[src/rtl/agen_pkg.sv]
// Shared constants for the address generation stage:
// segment numbers, operand modes, ModR/M field codes, register indices.
package agen_pkg;

   localparam logic [2:0] SEG_ES = 3'd0;
   localparam logic [2:0] SEG_CS = 3'd1;
   localparam logic [2:0] SEG_SS = 3'd2;
   localparam logic [2:0] SEG_DS = 3'd3;
   localparam logic [2:0] SEG_FS = 3'd4;
   localparam logic [2:0] SEG_GS = 3'd5;

   localparam logic [2:0] OP_MODE_REG = 3'd1;
   localparam logic [2:0] OP_MODE_RM  = 3'd4;

   localparam logic [2:0] REG_ESP = 3'd4;
   localparam logic [2:0] REG_EBP = 3'd5;

   localparam logic [2:0] RM_SIB     = 3'd4;
   localparam logic [2:0] RM_DISP32  = 3'd5;
   localparam logic [2:0] IDX_NONE   = 3'd4;
   localparam logic [1:0] MOD_NODISP = 2'b00;
   localparam logic [1:0] MOD_REG    = 2'b11;

   // Segment numbers 6 and 7 do not exist; treat them as DS.
   function automatic logic [2:0] seg_fold(input logic [2:0] s);
      return (s > SEG_GS) ? SEG_DS : s;
   endfunction

endpackage

[src/rtl/agen_ea_calc.sv]
// Combinational 32-bit ModR/M + SIB effective address and default segment.
// Ports: mod_f/rm/sib/disp/gpr in; ea, def_seg (SS for ESP/EBP base, else DS) out.
module agen_ea_calc
   import agen_pkg::*;
(
   input  logic [1:0]   mod_f,
   input  logic [2:0]   rm,
   input  logic [7:0]   sib,
   input  logic [31:0]  disp,
   input  logic [255:0] gpr,
   output logic [31:0]  ea,
   output logic [2:0]   def_seg
);

   logic [7:0][31:0] regs;
   logic [2:0]       base_sel;
   logic             has_base;
   logic [31:0]      base_v;
   logic [31:0]      idx_v;
   logic [31:0]      disp_v;

   assign regs = gpr;

   always_comb begin
      has_base = 1'b1;
      base_sel = rm;
      idx_v    = '0;
      disp_v   = (mod_f == MOD_NODISP) ? 32'd0 : disp;
      unique case (1'b1)
         (rm == RM_SIB): begin
            // SIB base 101 under mod 00 is "no base, disp32".
            has_base = !((sib[2:0] == RM_DISP32) &&
                         (mod_f == MOD_NODISP));
            base_sel = sib[2:0];
            if (sib[5:3] != IDX_NONE)
               idx_v = regs[sib[5:3]] << sib[7:6];
            if (!has_base)
               disp_v = disp;
         end
         ((rm == RM_DISP32) && (mod_f == MOD_NODISP)): begin
            has_base = 1'b0;
            disp_v   = disp;
         end
         default: begin
            has_base = 1'b1;
         end
      endcase
      base_v  = has_base ? regs[base_sel] : 32'd0;
      ea      = base_v + idx_v + disp_v;
      def_seg = (has_base && ((base_sel == REG_ESP) ||
                              (base_sel == REG_EBP)))
                ? SEG_SS : SEG_DS;
   end

endmodule

[src/rtl/address_generation_stage.sv]
// Address generation stage: EA + segment-relocated linear address, registered
// behind valid/ready. Ports: clk, reset (sync, high), flush; r_* upstream bundle
// with r_valid/r_ready; a_* downstream result with a_valid/a_ready.
// Option: AGEN_SKID_BUFFER_EN selects a 2-entry skid buffer with registered r_ready.
module address_generation_stage
   import agen_pkg::*;
#(
   parameter int SIDEBAND_W = 128,
   parameter int SEG_SHIFT  = 4
)(
   input  logic                  clk,
   input  logic                  reset,
   input  logic                  flush,
   input  logic                  r_valid,
   output logic                  r_ready,
   input  logic [2:0]            r_op0,
   input  logic [2:0]            r_op1,
   input  logic [7:0]            r_modrm,
   input  logic [7:0]            r_sib,
   input  logic [31:0]           r_disp,
   input  logic [2:0]            r_seg_override,
   input  logic                  r_seg_override_valid,
   input  logic [255:0]          r_gpr,
   input  logic [95:0]           r_seg,
   input  logic [SIDEBAND_W-1:0] r_sideband,
   output logic                  a_valid,
   input  logic                  a_ready,
   output logic                  a_mem,
   output logic                  a_mem_slot,
   output logic [2:0]            a_seg_num,
   output logic [31:0]           a_ea,
   output logic [31:0]           a_linear,
   output logic [SIDEBAND_W-1:0] a_sideband
);

   localparam int EW = SIDEBAND_W + 69;
   localparam logic [EW-1:0] RST_ENTRY =
      {1'b0, 1'b0, SEG_DS, 32'd0, 32'd0, {SIDEBAND_W{1'b0}}};

   logic [5:0][15:0] segs;
   logic [31:0]      ea_raw;
   logic [2:0]       def_seg;
   logic             mem0;
   logic             mem1;
   logic             in_mem;
   logic             in_slot;
   logic [2:0]       seg_sel;
   logic [31:0]      seg_base;
   logic [31:0]      in_ea;
   logic [31:0]      in_lin;
   logic [EW-1:0]    in_entry;
   logic [EW-1:0]    out_q;
   logic             accept;
   logic             unused_reg_field;

   assign segs             = r_seg;
   assign unused_reg_field = ^r_modrm[5:3];

   agen_ea_calc u_ea_calc (
      .mod_f   (r_modrm[7:6]),
      .rm      (r_modrm[2:0]),
      .sib     (r_sib),
      .disp    (r_disp),
      .gpr     (r_gpr),
      .ea      (ea_raw),
      .def_seg (def_seg)
   );

   always_comb begin
      mem0     = (r_op0 == OP_MODE_RM) && (r_modrm[7:6] != MOD_REG);
      mem1     = (r_op1 == OP_MODE_RM) && (r_modrm[7:6] != MOD_REG);
      in_mem   = mem0 | mem1;
      in_slot  = !mem0 & mem1;
      seg_sel  = r_seg_override_valid ? seg_fold(r_seg_override)
                                      : def_seg;
      seg_base = 32'(segs[seg_sel]) << SEG_SHIFT;
      in_ea    = in_mem ? ea_raw : 32'd0;
      in_lin   = in_mem ? (seg_base + ea_raw) : 32'd0;
      in_entry = {in_mem, in_slot, seg_sel, in_ea, in_lin, r_sideband};
   end

   assign accept = r_valid & r_ready;

   assign {a_mem, a_mem_slot, a_seg_num, a_ea, a_linear, a_sideband} = out_q;

`ifdef AGEN_SKID_BUFFER_EN

   logic [EW-1:0] skid_q;
   logic          skid_v;

   // Upstream sees only the skid occupancy, never a_ready.
   assign r_ready = !skid_v;

   always_ff @(posedge clk) begin
      if (reset) begin
         a_valid <= 1'b0;
         out_q   <= RST_ENTRY;
         skid_v  <= 1'b0;
         skid_q  <= RST_ENTRY;
      end else if (flush) begin
         a_valid <= 1'b0;
         skid_v  <= 1'b0;
      end else if (!a_valid || a_ready) begin
         if (skid_v) begin
            out_q   <= skid_q;
            a_valid <= 1'b1;
            skid_v  <= 1'b0;
         end else if (accept) begin
            out_q   <= in_entry;
            a_valid <= 1'b1;
         end else begin
            a_valid <= 1'b0;
         end
      end else if (accept) begin
         skid_q <= in_entry;
         skid_v <= 1'b1;
      end
   end

`else

   assign r_ready = !a_valid | a_ready;

   always_ff @(posedge clk) begin
      if (reset) begin
         a_valid <= 1'b0;
         out_q   <= RST_ENTRY;
      end else if (flush) begin
         a_valid <= 1'b0;
      end else if (accept) begin
         out_q   <= in_entry;
         a_valid <= 1'b1;
      end else if (a_ready) begin
         a_valid <= 1'b0;
      end
   end

`endif

endmodule
[config.mk]
export PLATFORM = sky130hd
export DESIGN_NAME = address_generation_stage
export DESIGN_NICKNAME = d
export VERILOG_FILES = /design/src/rtl/agen_pkg.sv /design/src/rtl/agen_ea_calc.sv /design/src/rtl/address_generation_stage.sv
export SDC_FILE = /design/constraint.sdc
export NUM_CORES = 1
export LEC_CHECK = 0
export CORE_AREA = 2 2 287 289
export DETAILED_ROUTE_END_ITERATION = 12
export DIE_AREA = 0 0 289 291
export GPL_TIMING_DRIVEN = 1
export REMOVE_ABC_BUFFERS = 1
export SETUP_SLACK_MARGIN = 0.3
export SYNTH_ARGS = -nofsm -noshare
export SYNTH_HDL_FRONTEND = slang
export SYNTH_HIERARCHICAL = 1
export SYNTH_SLANG_ARGS = --single-unit
[constraint.sdc]
create_clock -name clk -period 9.5 [get_ports clk]
set_input_delay 2.375 -clock clk [delete_from_list [all_inputs] [get_ports clk]]
set_output_delay 2.375 -clock clk [all_outputs]
set_load 0.02 [all_outputs]
; ---- Yosys cells after proc, flatten, opt, wreduce, memory -nomap -nowiden
; Index checks and enable logic that the tools add are counted.
[totals]
regBits = 198
elab_cells = 58
[op_classes]
n_addsub = 3
magnitude_cmp = 4
eq_ne = 9
shift = 1
muxes = 21
bitwise_logic = 5
n_reduce_logical = 13
[ops]
columns = op, n
row1 = 32-bit 2-to-1 mux, 9
row2 = 32-bit binary-select mux with 3-bit select, 2
row3 = 32-bit adder, 2
row4 = 32-bit one-hot mux with 2 select lines, 1
row5 = 16-bit binary-select mux with 3-bit select, 1
row6 = 20-bit by 32-bit adder with 32-bit output, 1
row7 = 32-bit by 2-bit << shifter with 32-bit output, 1
row8 = 3-bit == test (second input constant), 7
row9 = 16-bit 2-to-1 mux, 1
row10 = 3-bit by 4-bit less-than comparator with 1-bit output (second input constant), 3
row11 = 3-bit 2-to-1 mux, 3
row12 = 1-bit logical AND, 5
row13 = 3-bit greater-than comparator (second input constant), 1
row14 = 1-bit logical NOT, 3
row15 = 1-bit 2-to-1 mux, 3
row16 = 3-bit != test (second input constant), 1
row17 = 1-bit bitwise AND, 2
row18 = 2-bit logical NOT, 1
row19 = 2-bit != test (second input constant), 1
row20 = 1-bit OR, 2
row21 = 1-bit one-hot mux with 2 select lines, 1
row22 = 2-bit AND reduction, 1
row23 = 2-bit nonzero test, 1
row24 = 2-bit OR reduction, 1
row25 = 2 further kinds, 2

; ---- Logic depth before layout (Yosys ltp)
; Gate-level depths: netlist (run 1).
[depth]
ltp_word = 11
ltp_mapped = 28

; ---- Hierarchy
; The synthesis (run 1) kept the hierarchy.
[by_module_without_submodules]
columns = module, instances, cells_each, area_per_inst_um2, seq_area_each_um2
row1 = address_generation_stage, 1, 1066, 8760.9, 3883.7
row2 = agen_ea_calc, 1, 719, 6931.6, 0.0

; ---- Least setup slack after synthesis (run 1)
; OpenSTA, ideal clock, no wires.
[synth_path]
kind = input to register
startpoint = input port r_sib[3]
endpoint = register out_q[159]
t_arrival_ns = 7.853
required_time_ns = 9.421
setup_slack_ns = 1.568
cell_stages = 25
n_path_buf = 4
path_cell_list = buf_4 buf_2 buf_4 mux4_2 nand2_1 nand2_1 o21ai_0 nor2_1 fa_1 ha_1 fa_1 a21o_1 a21oi_1 o21ai_1 o31ai_1 a21oi_1 o21a_1 o311ai_0 buf_4 and3_1 and3_1 nand4_1 or2_2 o22a_1 o211ai_1
[synth_between]
elab_chain_cells = 9
elab_cells_between_ends = 10
[synth_rtl]
columns = element, line
row1 = start: declaration, address_generation_stage.sv:19  ; input logic [7:0] r_sib,
row2 = 32-bit binary-select mux with 3-bit select, agen_ea_calc.sv:36  ; idx_v = regs[sib[5:3]] << sib[7:6];
row3 = 32-bit 2-to-1 mux (not written as such), agen_ea_calc.sv:36
row4 = 32-bit by 2-bit << shifter with 32-bit output, agen_ea_calc.sv:36
row5 = 32-bit 2-to-1 mux *, agen_ea_calc.sv:35  ; if (sib[5:3] != IDX_NONE)
row6 = 32-bit 2-to-1 mux *, agen_ea_calc.sv:29  ; unique case (1'b1)
row7 = 32-bit adder * (2 in a row), agen_ea_calc.sv:49  ; ea = base_v + idx_v + disp_v;
row8 = via ea_raw[25], address_generation_stage.sv:41  ; logic [31:0] ea_raw;
row9 = 20-bit by 32-bit adder with 32-bit output *, address_generation_stage.sv:78  ; in_lin = in_mem ? (seg_base + ea_raw) : 32'd0;
row10 = 32-bit 2-to-1 mux *, address_generation_stage.sv:78
row11 = end signal: assignment, address_generation_stage.sv:131  ; out_q <= in_entry;
row12 = end: declaration, address_generation_stage.sv:52  ; logic [EW-1:0] out_q;
; Mark *: on every way through the listed nets, which the timed path passes. The rest lies on a longest branch. The select of a mux whose other input is x is not followed.
; A chain may end at the register's enable or synchronous reset.

; ---- Worst setup path in the final report (run 1)
[layout_path]
startpoint = input port r_sib[2]
endpoint = register out_q[155]
[layout_between]
elab_cells_between_ends = 22
[layout_rtl]
columns = element, line
row1 = 3-bit == test, agen_ea_calc.sv:32  ; has_base = !((sib[2:0] == RM_DISP32) &&
row2 = 1-bit logical AND, agen_ea_calc.sv:32
row3 = 1-bit logical NOT, agen_ea_calc.sv:32
row4 = 1-bit one-hot mux with 2 select lines, agen_ea_calc.sv:29
row5 = 32-bit 2-to-1 mux, agen_ea_calc.sv:48  ; base_v = has_base ? regs[base_sel] : 32'd0;
row6 = 32-bit adder, agen_ea_calc.sv:49
row7 = 32-bit adder *, agen_ea_calc.sv:49
row8 = via ea_raw[13], address_generation_stage.sv:41
row9 = 20-bit by 32-bit adder with 32-bit output *, address_generation_stage.sv:78
row10 = 32-bit 2-to-1 mux *, address_generation_stage.sv:78
; Marked as above.

==> results_dict.tcl, run 1 <==
set metrics [dict create \
    first_pass_iters 5 \
    ys_types 86 \
    worst_slew_pin_slew_ns 1.08 \
    post_cts_buffers 0 \
    max_freq_mhz 115 \
    cts_tree "built" \
    postSynthAreaPerCell_um2 8.79 \
    cts.htree.levels 4 \
    fp.dieH_um 291 \
    grt_pass1_wl_um 115000 \
    vias 16700 \
    hp-class "flip-flop to flip-flop" \
    power.density_mw_per_mm2 140 \
    synthFlopType "dfxtp_1" \
    reg2reg_slack_ns 6.15 \
    fillCellCount 8621 \
    syn_inst 1785 \
    final_core_util_pct 30.8 \
    crit_fanout 7 \
    finalNonFillerCells 3564 \
    area_delta_synth_final_pct 59.1 \
    core-area_mm2 0.0812 \
    drt_iter0_drc 804 \
    grt_pass1_vias 16800 \
    drive_above_1_share_pct 11.3 \
    ioPinCount 742 \
    cts-buffers-inserted 17 \
    wl_per_cell_um 22.9 \
    arrival_ns 9.10 \
    yosysSeqAreaShare_pct 24.7 \
    clk_pin_slew_worst_paths_ns 0.07 \
    reg2reg_depth 8 \
    die_width_um 289 \
    track_usage_pct 18.9 \
    timing.final.crit_share_pct 91.7 \
    hold_viol_final 0 \
    cts_root_buf "clkbuf_16" \
    clock_latency_ns 0.49 \
    yosysTopAreaCellShare_pct 24.7 \
    syn_area_mm2 0.0157 \
    num_rows 105 \
    drv_cap 0 \
    async_flop_share_pct 0 \
    globalRouteOverflowTotal 0 \
    dp.cells 3528 \
    yosysMostFrequentCell "nand2_1" \
    finalClockSkew_ns 0.00963 \
    yosysWarnings 6 \
    drv_slew 0 \
    gp_routability_congestion 0.846 \
    clock-sinks 194 \
    synth_area_leaders "dfxtp_1 (25%), mux4_2 (21%), nand2_1 (10%)" \
    status "finished, final reports clean" \
    hold_buffers 0 \
    rr_startpoint "a_valid" \
    critPathCaptureType "flip-flop" \
    min_period_ns 8.71 \
    min_to "out_q[144]" \
    crit_path_start_kind "input port" \
    power.leakage_nw 9.26 \
    port_buffers 738 \
    viasPerCell 4.67 \
    setup_viol 0 \
    die-area_mm2 0.0841 \
    synth_edf_count 0 \
    grt_setup_unrepaired "false" \
    crit_type "input port to flip-flop" \
    antenna_left 0 \
    grt_max_degree 81 \
    relSlewSlack_pct 28.0 \
    cts_max_path_buffers 2 \
    synth.top_cells.by_count "nand2_1 (422), dfxtp_1 (194), a21oi_1 (181)" \
    final_nets 3100 \
    crit_required_ns 9.88 \
    drc 0 \
    routed_wl_um 81600 \
    start_util_pct 19.3 \
    ys_ff_latch 194 \
    min_path_cells 2 \
    total_power_mw 3.49 \
    cts_resized 0 \
    r2r-end "out_q[156]" \
    dp_hpwl_um 68500 \
    ir_worst_vdd_v 0.000156 \
    min_from "out_q[144]" \
    yosysTopAreaCell "dfxtp_1" \
    antenna_found_initial 28 \
]
[through the flow]
step	setup slack, ns	setup TNS [ns]	area (µm²)	hold slack, ns
after floorplan	-1.76	-26.76	15000	0.524
after global placement	0.216	0	24400	0.438
after detailed placement	0.243	0	24400	0.442
after CTS	0.754	0	25000	0.456
after global routing	0.391	0	25000	0.466
final	0.787	0	25000	0.454
[report_power, final]
part / internal [mW] / leakage, nW / switching [mW]
Clock: 0.405 / 0.283 / 0.357
Sequential: 0.850 / 1.58 / 0.0187
Combinational: 0.845 / 7.40 / 1.02
Total: 2.10 / 9.26 / 1.40
[logic make-up (layout without fill, tap and decap cells)]
family | count (synthesis) | after routing | synth area share [%]
xor+xnor | 34 | 34 | 1.95
simple gates | 625 | 625 | 16.8
buf+inv | 208 | 913 | 6.08
compound gates | 447 | 447 | 18.5
flops | 194 | 194 | 24.7
other cells | 2 | 6 | 0.0479
mux | 195 | 195 | 24.0
fa+ha+maj | 80 | 80 | 7.96
[final cells by class]
| cell class | instances | area, µm² | area share, % |
|---|---|---|---|
| sequential | 194 | 3880 | 15.6 |
| antenna | 4 | 10.0 | 0.0401 |
| clock inverter | 10 | 123 | 0.491 |
| tap | 1070 | 1340 | 5.36 |
| inverter | 75 | 282 | 1.13 |
| timing repair buffer | 806 | 7940 | 31.8 |
| multi-input combinational | 1383 | 10900 | 43.8 |
| clock buffer | 22 | 464 | 1.86 |
[worst max-delay path by stage]
stage          startpoint          to  slack, ns  depth (start not counted)
2_1_floorplan  r_modrm[2]  out_q[159]      -1.76                         19
3_3_place_gp     r_sib[2]  out_q[154]       0.22                         27
3_5_place_dp     r_sib[2]  out_q[155]       0.24                         26
4_1_cts          r_sib[2]  out_q[155]       0.75                         26
5_1_grt          r_sib[2]  out_q[154]       0.39                         27
6_report         r_sib[2]  out_q[155]       0.79                         26
[state kept, by name, indices dropped and copies added (netlist names)]
register and count:
out_q 193, a_valid 1
[worst max-delay path, cell delays in order]
cell and delay, ns:
clkdlybuf4s50_1 0.59, and3b_1 0.20, o21ai_0 0.07, buf_4 0.17
nor3_1 0.68, nor2_4 0.16, buf_4 0.22, a22o_1 0.22
fa_1 0.37, ha_1 0.25, fa_1 0.47, a21o_1 0.19
a21oi_1 0.28, o21ai_1 0.22, nor2_1 0.26, o21bai_1 0.09
a21oi_1 0.18, xnor2_1 0.20, ha_1 0.46, buf_4 0.16
and4_4 0.23, nand3_2 0.08, a21o_4 0.23, a2111oi_4 0.39
o21ai_1 0.10, a32o_1 0.25
[per-layer routing]
metal	GRT usage (%)	vias to the layer above	wire length [µm]
li1	-	7839	-
met1	20.5	8063	30700
met2	35.7	652	43200
met3	5.44	93	6360
met4	4.17	6	1360
met5	0	-	36
[placed cells by master, fill, tap and decap left out, drive strengths merged, types with 8 or more instances in the layout]
cell type / instances
a211o: 8
a211oi: 11
a21o: 14
a21oi: 184
a22oi: 64
and2: 16
and3: 9
buf: 71
clkbuf: 22
clkdlybuf4s50: 735
dfxtp: 194
fa: 33
ha: 47
inv: 78
mux2i: 47
mux4: 144
nand2: 422
nand3: 22
nand4: 9
nor2: 92
nor2b: 8
nor3: 17
o21a: 13
o21ai: 62
o21bai: 8
o22a: 24
xnor2: 24
xor2: 10
(Power assumes the default switching activity.)
==> inputs of run 2 (changes only) <==
--- a/config.mk
+++ b/config.mk
@@ -6,6 +6,7 @@
 export NUM_CORES = 1
 export LEC_CHECK = 0
 export CORE_AREA = 2 2 287 289
+export CTS_CLUSTER_DIAMETER = 100
 export DETAILED_ROUTE_END_ITERATION = 12
 export DIE_AREA = 0 0 289 291
 export GPL_TIMING_DRIVEN = 1
==> results of run 2 <==
Same layout as run 1: the final DEF is identical, and so are final timing and power.
